$ cat config.mk
export PLATFORM = sky130hd
export DESIGN_NAME = bus_master_seq
export DESIGN_NICKNAME = d
export VERILOG_FILES = /design/src/rtl/bus_master_seq_pkg.sv /design/src/rtl/bus_master_seq_timeout.sv /design/src/rtl/bus_master_seq.sv
export SDC_FILE = /design/constraint.sdc
export NUM_CORES = 1
export LEC_CHECK = 0
export CORE_AREA = 5 5 137 171
export CTS_CLUSTER_DIAMETER = 200
export DETAILED_ROUTE_END_ITERATION = 16
export DIE_AREA = 0 0 142 176
export PLACE_DENSITY = 0.57
export SYNTH_ARGS = -nofsm -noshare
export SYNTH_HDL_FRONTEND = slang
export SYNTH_SLANG_ARGS = --single-unit
$ cat constraint.sdc
create_clock -name clk -period 3.42 [get_ports clk]
set_input_delay 0.855 -clock clk [delete_from_list [all_inputs] [get_ports clk]]
set_output_delay 0.855 -clock clk [all_outputs]
set_load 0.05 [all_outputs]
$ cat src/rtl/bus_master_seq_pkg.sv
// Shared encodings for the bus initiator: transfer sizes, sequencer states, default timeout.
// Also holds helpers for request validation and first-cycle write-lane formatting.
package bus_master_seq_pkg;

    localparam logic [1:0] SZ_BYTE = 2'd0;
    localparam logic [1:0] SZ_WORD = 2'd1;
    localparam logic [1:0] SZ_LONG = 2'd2;
    localparam logic [1:0] SZ_RSVD = 2'd3;

    localparam int DEFAULT_TIMEOUT = 255;

    typedef enum logic [2:0] {
        ST_IDLE,
        ST_CYC1,
        ST_GAP,
        ST_CYC2,
        ST_RESP
    } state_t;

    // Misaligned word/long or reserved size never reaches the bus.
    function automatic logic bad_request(input logic [1:0] size, input logic addr0);
        return (size == SZ_RSVD) || ((size != SZ_BYTE) && addr0);
    endfunction

    // Byte data is mirrored onto both lanes; a long starts with its upper word.
    function automatic logic [15:0] first_word(input logic [1:0] size, input logic [31:0] wdata);
        case (size)
            SZ_BYTE: return {wdata[7:0], wdata[7:0]};
            SZ_WORD: return wdata[15:0];
            default: return wdata[31:16];
        endcase
    endfunction

endpackage

$ cat src/rtl/bus_master_seq_timeout.sv
// Strobe-high cycle counter for the ack timeout; expired is high on the last allowed cycle.
// Only instantiated when BUS_MASTER_TIMEOUT_EN is defined.
module bus_timeout_counter #(
    parameter int TIMEOUT_CYCLES = 255,
    parameter int TO_W           = 16
) (
    input  logic clk,
    input  logic reset,
    input  logic clear,
    input  logic enable,
    output logic expired
);

    logic [TO_W-1:0] count_reg;

    assign expired = (count_reg == TO_W'(TIMEOUT_CYCLES - 1));

    always_ff @(posedge clk) begin
        if (reset || clear) begin
            count_reg <= '0;
        end else if (enable && !expired) begin
            count_reg <= count_reg + 1'b1;
        end
    end

endmodule

$ cat src/rtl/bus_master_seq.sv
// Bus initiator for the 16-bit big-endian system bus; longs run as two word cycles.
// Optional ack timeout enabled by defining BUS_MASTER_TIMEOUT_EN.
module bus_master_seq
    import bus_master_seq_pkg::*;
#(
    parameter int TIMEOUT_CYCLES = DEFAULT_TIMEOUT,
    parameter int TO_W           = 16
) (
    input  logic        clk,
    input  logic        reset,
    input  logic        req_valid,
    output logic        req_ready,
    input  logic [31:0] req_addr,
    input  logic [31:0] req_wdata,
    input  logic [1:0]  req_size,
    input  logic        req_rw,
    output logic        rsp_valid,
    output logic [31:0] rsp_rdata,
    output logic        rsp_err,
    output logic [31:0] bus_addr,
    output logic [15:0] bus_write,
    input  logic [15:0] bus_read,
    output logic        bus_uds,
    output logic        bus_lds,
    output logic        bus_rw,
    input  logic        bus_ack
);

    state_t      state_reg;
    logic [1:0]  size_reg;
    logic        addr0_reg;
    logic [15:0] wdata_lo_reg;
    logic        timeout_expired;

    // Parameter sanity guard; illegal settings elaborate an empty marker block.
    if (TIMEOUT_CYCLES < 2 || TIMEOUT_CYCLES > 65535 || TO_W < 1) begin : g_illegal_timeout_cfg
    end

`ifdef BUS_MASTER_TIMEOUT_EN
    logic in_cycle;
    assign in_cycle = (state_reg == ST_CYC1) || (state_reg == ST_CYC2);

    bus_timeout_counter #(
        .TIMEOUT_CYCLES(TIMEOUT_CYCLES),
        .TO_W          (TO_W)
    ) u_timeout (
        .clk    (clk),
        .reset  (reset),
        .clear  (!in_cycle),
        .enable (in_cycle),
        .expired(timeout_expired)
    );
`else
    assign timeout_expired = 1'b0;
`endif

    assign req_ready = (state_reg == ST_IDLE);

    always_ff @(posedge clk) begin
        if (reset) begin
            state_reg    <= ST_IDLE;
            size_reg     <= SZ_BYTE;
            addr0_reg    <= 1'b0;
            wdata_lo_reg <= '0;
            rsp_valid    <= 1'b0;
            rsp_err      <= 1'b0;
            rsp_rdata    <= '0;
            bus_addr     <= '0;
            bus_write    <= '0;
            bus_uds      <= 1'b0;
            bus_lds      <= 1'b0;
            bus_rw       <= 1'b1;
        end else begin
            case (state_reg)
                ST_IDLE: begin
                    if (req_valid) begin
                        size_reg     <= req_size;
                        addr0_reg    <= req_addr[0];
                        wdata_lo_reg <= req_wdata[15:0];
                        rsp_rdata    <= '0;
                        if (bad_request(req_size, req_addr[0])) begin
                            state_reg <= ST_RESP;
                            rsp_valid <= 1'b1;
                            rsp_err   <= 1'b1;
                        end else begin
                            state_reg <= ST_CYC1;
                            bus_addr  <= req_addr;
                            bus_rw    <= req_rw;
                            bus_write <= first_word(req_size, req_wdata);
                            bus_uds   <= !((req_size == SZ_BYTE) && req_addr[0]);
                            bus_lds   <= !((req_size == SZ_BYTE) && !req_addr[0]);
                        end
                    end
                end
                ST_CYC1, ST_CYC2: begin
                    if (bus_ack) begin
                        bus_uds <= 1'b0;
                        bus_lds <= 1'b0;
                        if (bus_rw) begin
                            case (size_reg)
                                SZ_BYTE: rsp_rdata <= {24'd0, addr0_reg ? bus_read[7:0] : bus_read[15:8]};
                                SZ_WORD: rsp_rdata <= {16'd0, bus_read};
                                default: begin
                                    if (state_reg == ST_CYC1) rsp_rdata[31:16] <= bus_read;
                                    else                      rsp_rdata[15:0]  <= bus_read;
                                end
                            endcase
                        end
                        if (state_reg == ST_CYC1 && size_reg == SZ_LONG) begin
                            state_reg <= ST_GAP;
                            bus_addr  <= bus_addr + 32'd2;
                            bus_write <= wdata_lo_reg;
                        end else begin
                            state_reg <= ST_RESP;
                            rsp_valid <= 1'b1;
                        end
                    end else if (timeout_expired) begin
                        bus_uds   <= 1'b0;
                        bus_lds   <= 1'b0;
                        state_reg <= ST_RESP;
                        rsp_valid <= 1'b1;
                        rsp_err   <= 1'b1;
                        rsp_rdata <= '0;
                    end
                end
                ST_GAP: begin
                    state_reg <= ST_CYC2;
                    bus_uds   <= 1'b1;
                    bus_lds   <= 1'b1;
                end
                ST_RESP: begin
                    state_reg <= ST_IDLE;
                    rsp_valid <= 1'b0;
                    rsp_err   <= 1'b0;
                end
                default: state_reg <= ST_IDLE;
            endcase
        end
    end

endmodule

Yosys cells after proc, flatten, opt, wreduce, memory -nomap -nowiden:

Index checks and enable logic that the tools add are counted.

* register bits after elaboration: 107
* latch bits: 0
* memory bits (writable): 0
* memory bits (read-only): 0
* input bits: 87
* logic and storage cells: 95
* memories kept: 0

* $add $sub $neg: 1
* multiply operators: 0
* divide/modulo/power cells: 0
* magnitude comparators: 0
* equality and inequality tests: 17
* shift-type cells: 0
* muxes and demuxes: 37
* bitwise logic cells: 1
* reduce and logical (&&, ||, !) cells: 26

Operators by type and width (count)
* 32-bit two-way mux: 7
* 32-bit case mux with 2 select lines: 3
* 16-bit two-way mux: 6
* 16-bit case mux with 2 select lines: 2
* 32-bit by 2-bit adder with 32-bit output, second input constant: 1
* 5-bit AND reduction: 4
* 3-bit two-way mux: 4
* 2-bit != test, second input constant: 6
* 1-bit two-way mux: 9
* 1-bit case mux with 3 select lines: 3
* 3-bit case mux with 3 select lines: 1
* 8-bit two-way mux: 1
* 4-bit by 2-bit != test with 1-bit output, second input constant: 2
* 3-bit by 2-bit == test with 1-bit output, second input constant: 2
* 3-bit AND reduction: 2
* 2-bit nonzero test: 3
* 3-bit nonzero test: 2
* 2-bit by 1-bit == test with 1-bit output, second input constant: 2
* 2-bit == test, second input constant: 2
* 1-bit logical AND: 4
* 2-bit logical NOT: 2
* 2-bit AND reduction: 2
* 4-bit AND reduction: 1
* 3-bit by 1-bit == test with 1-bit output, second input constant: 1
* other kinds (8): 10

Logic depth before layout (Yosys ltp):

Gate-level depths: netlist (run 1).

* word-level depth: 6
* mapped depth: 9
* mapped depth without buffers: 6

Worst setup path after synthesis (run 1):

No wires, ideal clock.

* path kind: register -> register
* from: register state_reg[2]
* to: register bus_addr[13]
* library setup time: 0.071 ns
* data arrival time: 2.766 ns
* path slack: 0.583 ns
* stages on the path, launching flop included: 10
* path buffers: 4
* clock period less this slack: 2.837 ns
* cells stage by stage: dfxtp_1 -> buf_2 -> nor3_1 -> and2_1 -> buf_6 -> or3_1 -> buf_2 -> clkbuf_1 -> o21ai_0 -> a21oi_1

RTL lines
* from (decl): RTL line bus_master_seq.sv:29 `state_t state_reg;`
* from (signal assigned): RTL line bus_master_seq.sv:61 `state_reg <= ST_IDLE;`
* from (signal assigned): RTL line bus_master_seq.sv:82 `state_reg <= ST_RESP;`
* from (signal assigned): RTL line bus_master_seq.sv:86 `state_reg <= ST_CYC1;`
* 3-bit logical NOT *
* via req_ready: RTL line bus_master_seq.sv:12 `output logic req_ready,`
* 2-bit != test (no source line) or 2-bit nonzero test (tied branches)
* 5-bit AND reduction (no source line)
* to (signal assigned): RTL line bus_master_seq.sv:87 `bus_addr <= req_addr;`
* to (signal assigned): RTL line bus_master_seq.sv:111 `bus_addr <= bus_addr + 32'd2;`
* to (decl): RTL line bus_master_seq.sv:20 `output logic [31:0] bus_addr,`

The timed path passes the listed nets; every way through them passes the cells marked *.
A chain may end at the register's enable or synchronous reset.

Worst setup path in the final report (run 1):

* from: register state_reg[0]
* to: output port req_ready

* longest elaborated chain between the ends: 1

Ends and longest elaborated chain
* 3-bit logical NOT: RTL line bus_master_seq.sv:57 `assign req_ready = (state_reg == ST_IDLE);`
* to (decl): RTL line bus_master_seq.sv:12

No other way between the ends.

==> results of run 1 <==
-- Yosys cell counts, types with 9 or more instances --
| cell type | number | share of area |
|---|---|---|
| nor2_1 | 45 | 0.032 |
| nor3_1 | 11 | 0.010 |
| a311oi_1 | 10 | 0.017 |
| a22oi_1 | 16 | 0.023 |
| mux2i_1 | 16 | 0.030 |
| o211ai_1 | 10 | 0.014 |
| dfxtp_1 | 107 | 0.40 |
| nand3_1 | 32 | 0.030 |
| nand2_1 | 135 | 0.095 |
| buf_2 | 10 | 0.0094 |
| o32ai_1 | 9 | 0.015 |
| a211oi_1 | 9 | 0.013 |
| inv_1 | 10 | 0.0071 |
| clkbuf_1 | 41 | 0.029 |
| nand4_1 | 12 | 0.014 |
| o21ai_0 | 25 | 0.024 |
| a21oi_1 | 88 | 0.083 |
-- stage by stage --
step | area, um2 | total power, mW | utilization | hold slack, ps | worst slack (ps)
finish | 7635 | 3.883 | 0.3556 | 454.0 | 426.9
global route | 7635 | 4.094 | 0.3556 | 468.7 | 321.5
CTS | 7635 | 3.934 | 0.3556 | 455.0 | 398.6
detailed placement | 7350 | 2.883 | 0.3423 | 444.0 | 240.0
global placement | 7350 | 2.879 | 0.3423 | 437.8 | 243.0
floorplan | 5308 | 2.359 | - | 436.0 | 583.4
-- worst max-delay path by stage --
stage	startpoint	to
3_3_place_gp	req_size[1]	bus_addr[1]
3_5_place_dp	req_size[1]	bus_addr[1]
6_report	state_reg[0]	req_ready
4_1_cts	state_reg[0]	req_ready
5_1_grt	state_reg[0]	req_ready
2_1_floorplan	state_reg[2]	bus_addr[13]
-- per-layer routing --
layer	vias up	track usage
li1	2785	-
met1	2600	0.1942
met2	154	0.2594
met3	25	0.02574
met4	0	0.06640
met5	-	0
-- cell families after synthesis --
kind of cell               count (synthesis)  share of synthesized area
buffers and inverters                     68                    0.05469
DFF                                      107                     0.4036
AOI/OAI and AO/OA                        204                     0.2438
and+or+nand+nor                          282                     0.2463
adders and majority gates                  2                   0.004478
muxes                                     24                    0.04715
-- worst reg2reg max path, cell delays in order (launching register included) --
cell	delay, ps
dfxtp_1	610
nor3_1	180
and2_1	280
or3_1	410
buf_4	230
or3_1	330
a31oi_1	170
-- power groups by stage --
stage	combinational (mW)	sequential, mW	clock, mW
6_report	1.35	1.49	1.04
5_1_grt	1.46	1.52	1.12
4_1_cts	1.37	1.50	1.07
3_5_place_dp	1.36	1.52	0
3_3_place_gp	1.35	1.52	0
2_1_floorplan	0.543	1.82	0
-- area by class of cell --
| cell class | count | area [um2] | share of cell area |
|---|---|---|---|
| clock buffer | 9 | 225.2 | 0.02950 |
| multi-input combinational | 512 | 2907 | 0.3807 |
| clock inverter | 7 | 60.06 | 0.007866 |
| inverter | 10 | 37.54 | 0.004916 |
| sequential | 107 | 2142 | 0.2806 |
| tap | 279 | 349.1 | 0.04572 |
| timing repair buffer | 198 | 1914 | 0.2507 |
-- cell usage in the layout (no fill, tap or decap), types with 9 or more instances in the layout --
master	Yosys	layout
dfxtp_1	107	107
nor2_1	45	45
buf_4	0	27
clkbuf_16	0	9
nand2_1	135	135
nor3_1	11	11
a22oi_1	16	16
a311oi_1	10	10
nand4_1	12	12
nand3_1	32	32
mux2i_1	16	16
o211ai_1	10	10
a21oi_1	88	88
o21ai_0	25	25
a211oi_1	9	9
inv_1	10	10
o32ai_1	9	9
clkdlybuf4s50_1	0	171
==> flow_summary.toml, run 1 <==
[power_and_ir_drop]
seq_power_share = 0.385
internal_power_mw = 2.374
p_sw_mw = 1.509
power.leakage_nw = 2.607
max-vdd-ir-drop_mv = 0.2448
combPwrFrac = 0.348
clock_power_share = 0.267
swShare = 0.3886
power_density_mw_per_mm2 = 508.6

[setup_path]
crit_buf_inv = 1
critPathArrivalTime_ps = 2140
r2r_start = "state_reg[0]"
critical_path.endpoint_type = "primary output"
slowest_delay_ps = 900
ff2ff_path_depth = 6
worst-r2r-setup-slack_ps = 1130
worstPathCellList = "nor3_1 -> clkdlybuf4s50_1"
reg2reg_to = "bus_addr[1]"
critPathTopFamily = "buffers and inverters"
cp_max_fo = 12
cp.depth = 2
start_kind = "flop"
required_ps = 2560
critical_path_class = "flop to primary output"
crit_slowest_cell = "clkdlybuf4s50_1"

[synthesis]
synth_cell_type_count = 52
synthFlopType = "dfxtp_1"
yosysWarningCount = 0
syn_avg_cell_area_um2 = 7.726
async_flop_share = 0
ys_ff_latch = 107
yosysSeqAreaShare = 0.4036
netlist_area_mm2 = 0.005308
synthesis.nets = 775
synth_edf_count = 0
syn_inst = 687

[cts]
clockBufferDepth = 2
hold_buffers = 0
numCtsBuffers = 9
clockRootBuffer = "clkbuf_16"
cts_tree = "built"
post-cts-setup-buffers = 0
htree_num_levels = 3
clk_latency_ps = 360
cts_resized = 0
clk_pin_slew_ps = 80
clkSinkCount = 107

[drt]
drtIter0Drc = 356
met1Wirelength_um = 8447
first_pass_iters = 6
vias_per_cell = 4.959
drt-total-wl_um = 19560
route.met2.wl_um = 9577
via_count = 5564
top_layer = "met4"
drc = 0
wl_per_cell_um = 17.43
wl_met3_um = 963
drtAntennaViolNets = 0

[timing]
min_period_ps = 2993
worst_pin_slew_ps = 790.6
finalSetupViolCount = 0
tns_ps = 0
fmax_mhz = 334.1
finalHoldViolCount = 0
clock_skew_ps = 11.18
rsz0062_at_grt = "no"
final_max_slew_viol_count = 0
relSlewSlack = 0.4729
min_period_over_period = 0.8752

[placed_design]
port_buffers = 172
dp.cells = 1106
dp_hpwl_um = 14110
place_congestion = 0.8529

[hold_path]
min_delay_path_depth = 2
hp-start = "rsp_rdata[8]"
whs_endpoint = "rsp_rdata[8]"
holdCritPathClass = "flop to flop"

[layout]
area_growth_pct = 43.85
reg.largest.list = "bus_addr (32), rsp_rdata (32)"
drive_gt1_frac = 0.07236
fillers = 2282
diodes = 0
final_cells = 1122
fin_nets = 926

[run_status]
status = "completed"

[flow_run]
maxCapViolations = 0

[global_routing]
grt_pass1_vias = 5421
grt_max_degree = 73
grt_overflow_total = 0
grt_pass1_wl_um = 30800
grt_usage = 0.1545
antenna_found_initial = 0

[die]
die_x_um = 142
rows = 60
dieArea_mm2 = 0.02499
initial_core_util = 0.2472
coreArea_mm2 = 0.02147
die_h_um = 176
ios = 173
(Power assumes the default switching activity.)
==> run 2: changes to the inputs <==
--- a/config.mk
+++ b/config.mk
@@ -9,7 +9,7 @@
 export CTS_CLUSTER_DIAMETER = 200
 export DETAILED_ROUTE_END_ITERATION = 16
 export DIE_AREA = 0 0 142 176
-export PLACE_DENSITY = 0.57
+export PLACE_DENSITY = 0.49
 export SYNTH_ARGS = -nofsm -noshare
 export SYNTH_HDL_FRONTEND = slang
 export SYNTH_SLANG_ARGS = --single-unit
==> run 2 against run 1 <==
  * Sequential power is essentially flat
  * Clock power is essentially flat
  * Wire length grew 2.8%
  * Critical endpoint unchanged
  * Sequential share of layout area shrank 0.051 points
==> flow_summary.toml, run 2 (synthesized netlist as in run 1, its figures left out) <==
[layout]
drive_gt1_frac = 0.07346
final_cells = 1125
area_growth_pct = 44.11
layout_commonest_cell = "clkdlybuf4s50_1"
fillers = 2322
reg.largest.list = "bus_addr (32), rsp_rdata (32)"
final_area_mm2 = 0.007649
fin_nets = 927
most-common-layout-cells = "clkdlybuf4s50_1, nand2_1, dfxtp_1"

[power_and_ir_drop]
finalPower_mw = 3.909
power_density_mw_per_mm2 = 511.1
power.leakage_nw = 2.603
max-vdd-ir-drop_mv = 0.2586

[cts]
htree_num_levels = 3
cts_resized = 0
clk_pin_slew_ps = 80
clkSinkCount = 107
clockRootBuffer = "clkbuf_16"
numCtsBuffers = 9
post-cts-setup-buffers = 0
hold_buffers = 0
cts_tree = "built"
clockBufferDepth = 2
clk_latency_ps = 360

[die]
rows = 60
coreArea_mm2 = 0.02147
ios = 173
initial_core_util = 0.2472
die_h_um = 176
dieArea_mm2 = 0.02499
die_x_um = 142

[placed_design]
port_buffers = 172
dp.cells = 1107
dp_hpwl_um = 14560
place_congestion = 0.8030
placedInstanceArea_mm2 = 0.007357

[global_routing]
antenna_found_initial = 2
grt_pass1_wl_um = 31200
grt_overflow_total = 0
grt_usage = 0.1572
grt_pass1_vias = 5371
grt_max_degree = 50

[drt]
first_pass_iters = 4
drtAntennaViolNets = 0
drtIter0Drc = 319
via_count = 5519
drt-total-wl_um = 20110
vias_per_cell = 4.906
drc = 0
wl_per_cell_um = 17.87

[timing]
clock_skew_ps = 13.58
finalSetupViolCount = 0
tns_ps = 0
timing.hold.ws_ps = 453.4
fmax_mhz = 323.2
relSlewSlack = 0.4909
rsz0062_at_grt = "no"
finalHoldViolCount = 0
final_max_slew_viol_count = 0
worst_pin_slew_ps = 761.9
min_period_ps = 3094
min_period_over_period = 0.9047

[run_status]
status = "completed"

[setup_path]
cp_max_fo = 12
required_ps = 2560
critical_path.endpoint_type = "primary output"
r2r_start = "state_reg[0]"
critical_path_class = "flop to primary output"
start_kind = "flop"
startpoint = "state_reg[0]"
critPathArrivalTime_ps = 2240

[hold_path]
hp-start = "rsp_rdata[7]"
holdCritPathClass = "flop to flop"

[flow_run]
maxCapViolations = 0
[run 2: cell types whose count changed in the layout (fill, tap and decap cells not counted), sizes merged]
cell	before	now
diode	0	2
buf	27	28
clkinv	4	2
clkinvlp	0	2
[run 2: cell type report]
type                       count  area (um2)  area share
clock buffer                   9       225.2     0.02945
inverter                      10       37.54    0.004908
sequential                   107        2142      0.2801
tap                          279       349.1     0.04564
antenna                        2       5.005   0.0006543
clock inverter                 7       61.31    0.008016
multi-input combinational    512        2907      0.3800
timing repair buffer         199        1922      0.2513
[run 2: stage by stage]
| stage | util | setup WS (ps) |
|---|---|---|
| 2_1_floorplan | - | 583.4 |
| 3_3_place_gp | 0.3427 | 320.4 |
| 3_5_place_dp | 0.3427 | 280.0 |
| 4_1_cts | 0.3560 | 339.0 |
| 5_1_grt | 0.3562 | 209.7 |
| 6_report | 0.3562 | 325.8 |
[run 2: per-layer routing]
metal / up-vias / GRT usage / wire length [um] / share of wire
met2: 155 / 0.2585 / 9890 / 0.49
li1: 2789 / - / - / -
met4: 0 / 0.05840 / 395 / 0.020
met3: 20 / 0.02167 / 941 / 0.047
met1: 2555 / 0.2090 / 8881 / 0.44
met5: - / 0 / 0 / 0
[run 2: path summary, 6_finish.rpt]
path | to | slack (ps) | cells after the start
max reg2reg | bus_addr[28] | 750 | 5
max | req_ready | 330 | 2
min | rsp_rdata[7] | 450 | 2
min reg2reg | rsp_rdata[7] | 450 | 2
[run 2: report_power, final]
| group | leakage, nW | switching [mW] | internal, mW | total [mW] |
|---|---|---|---|---|
| clock network | 0.135 | 0.538 | 0.509 | 1.05 |
| registers | 0.873 | 0.136 | 1.37 | 1.50 |
| logic | 1.60 | 0.859 | 0.501 | 1.36 |
[run 2: worst max-delay path, cell delays in order (launching register included)]
cell	delay, ps
dfxtp_1	470
nor3_1	500
clkdlybuf4s50_1	900
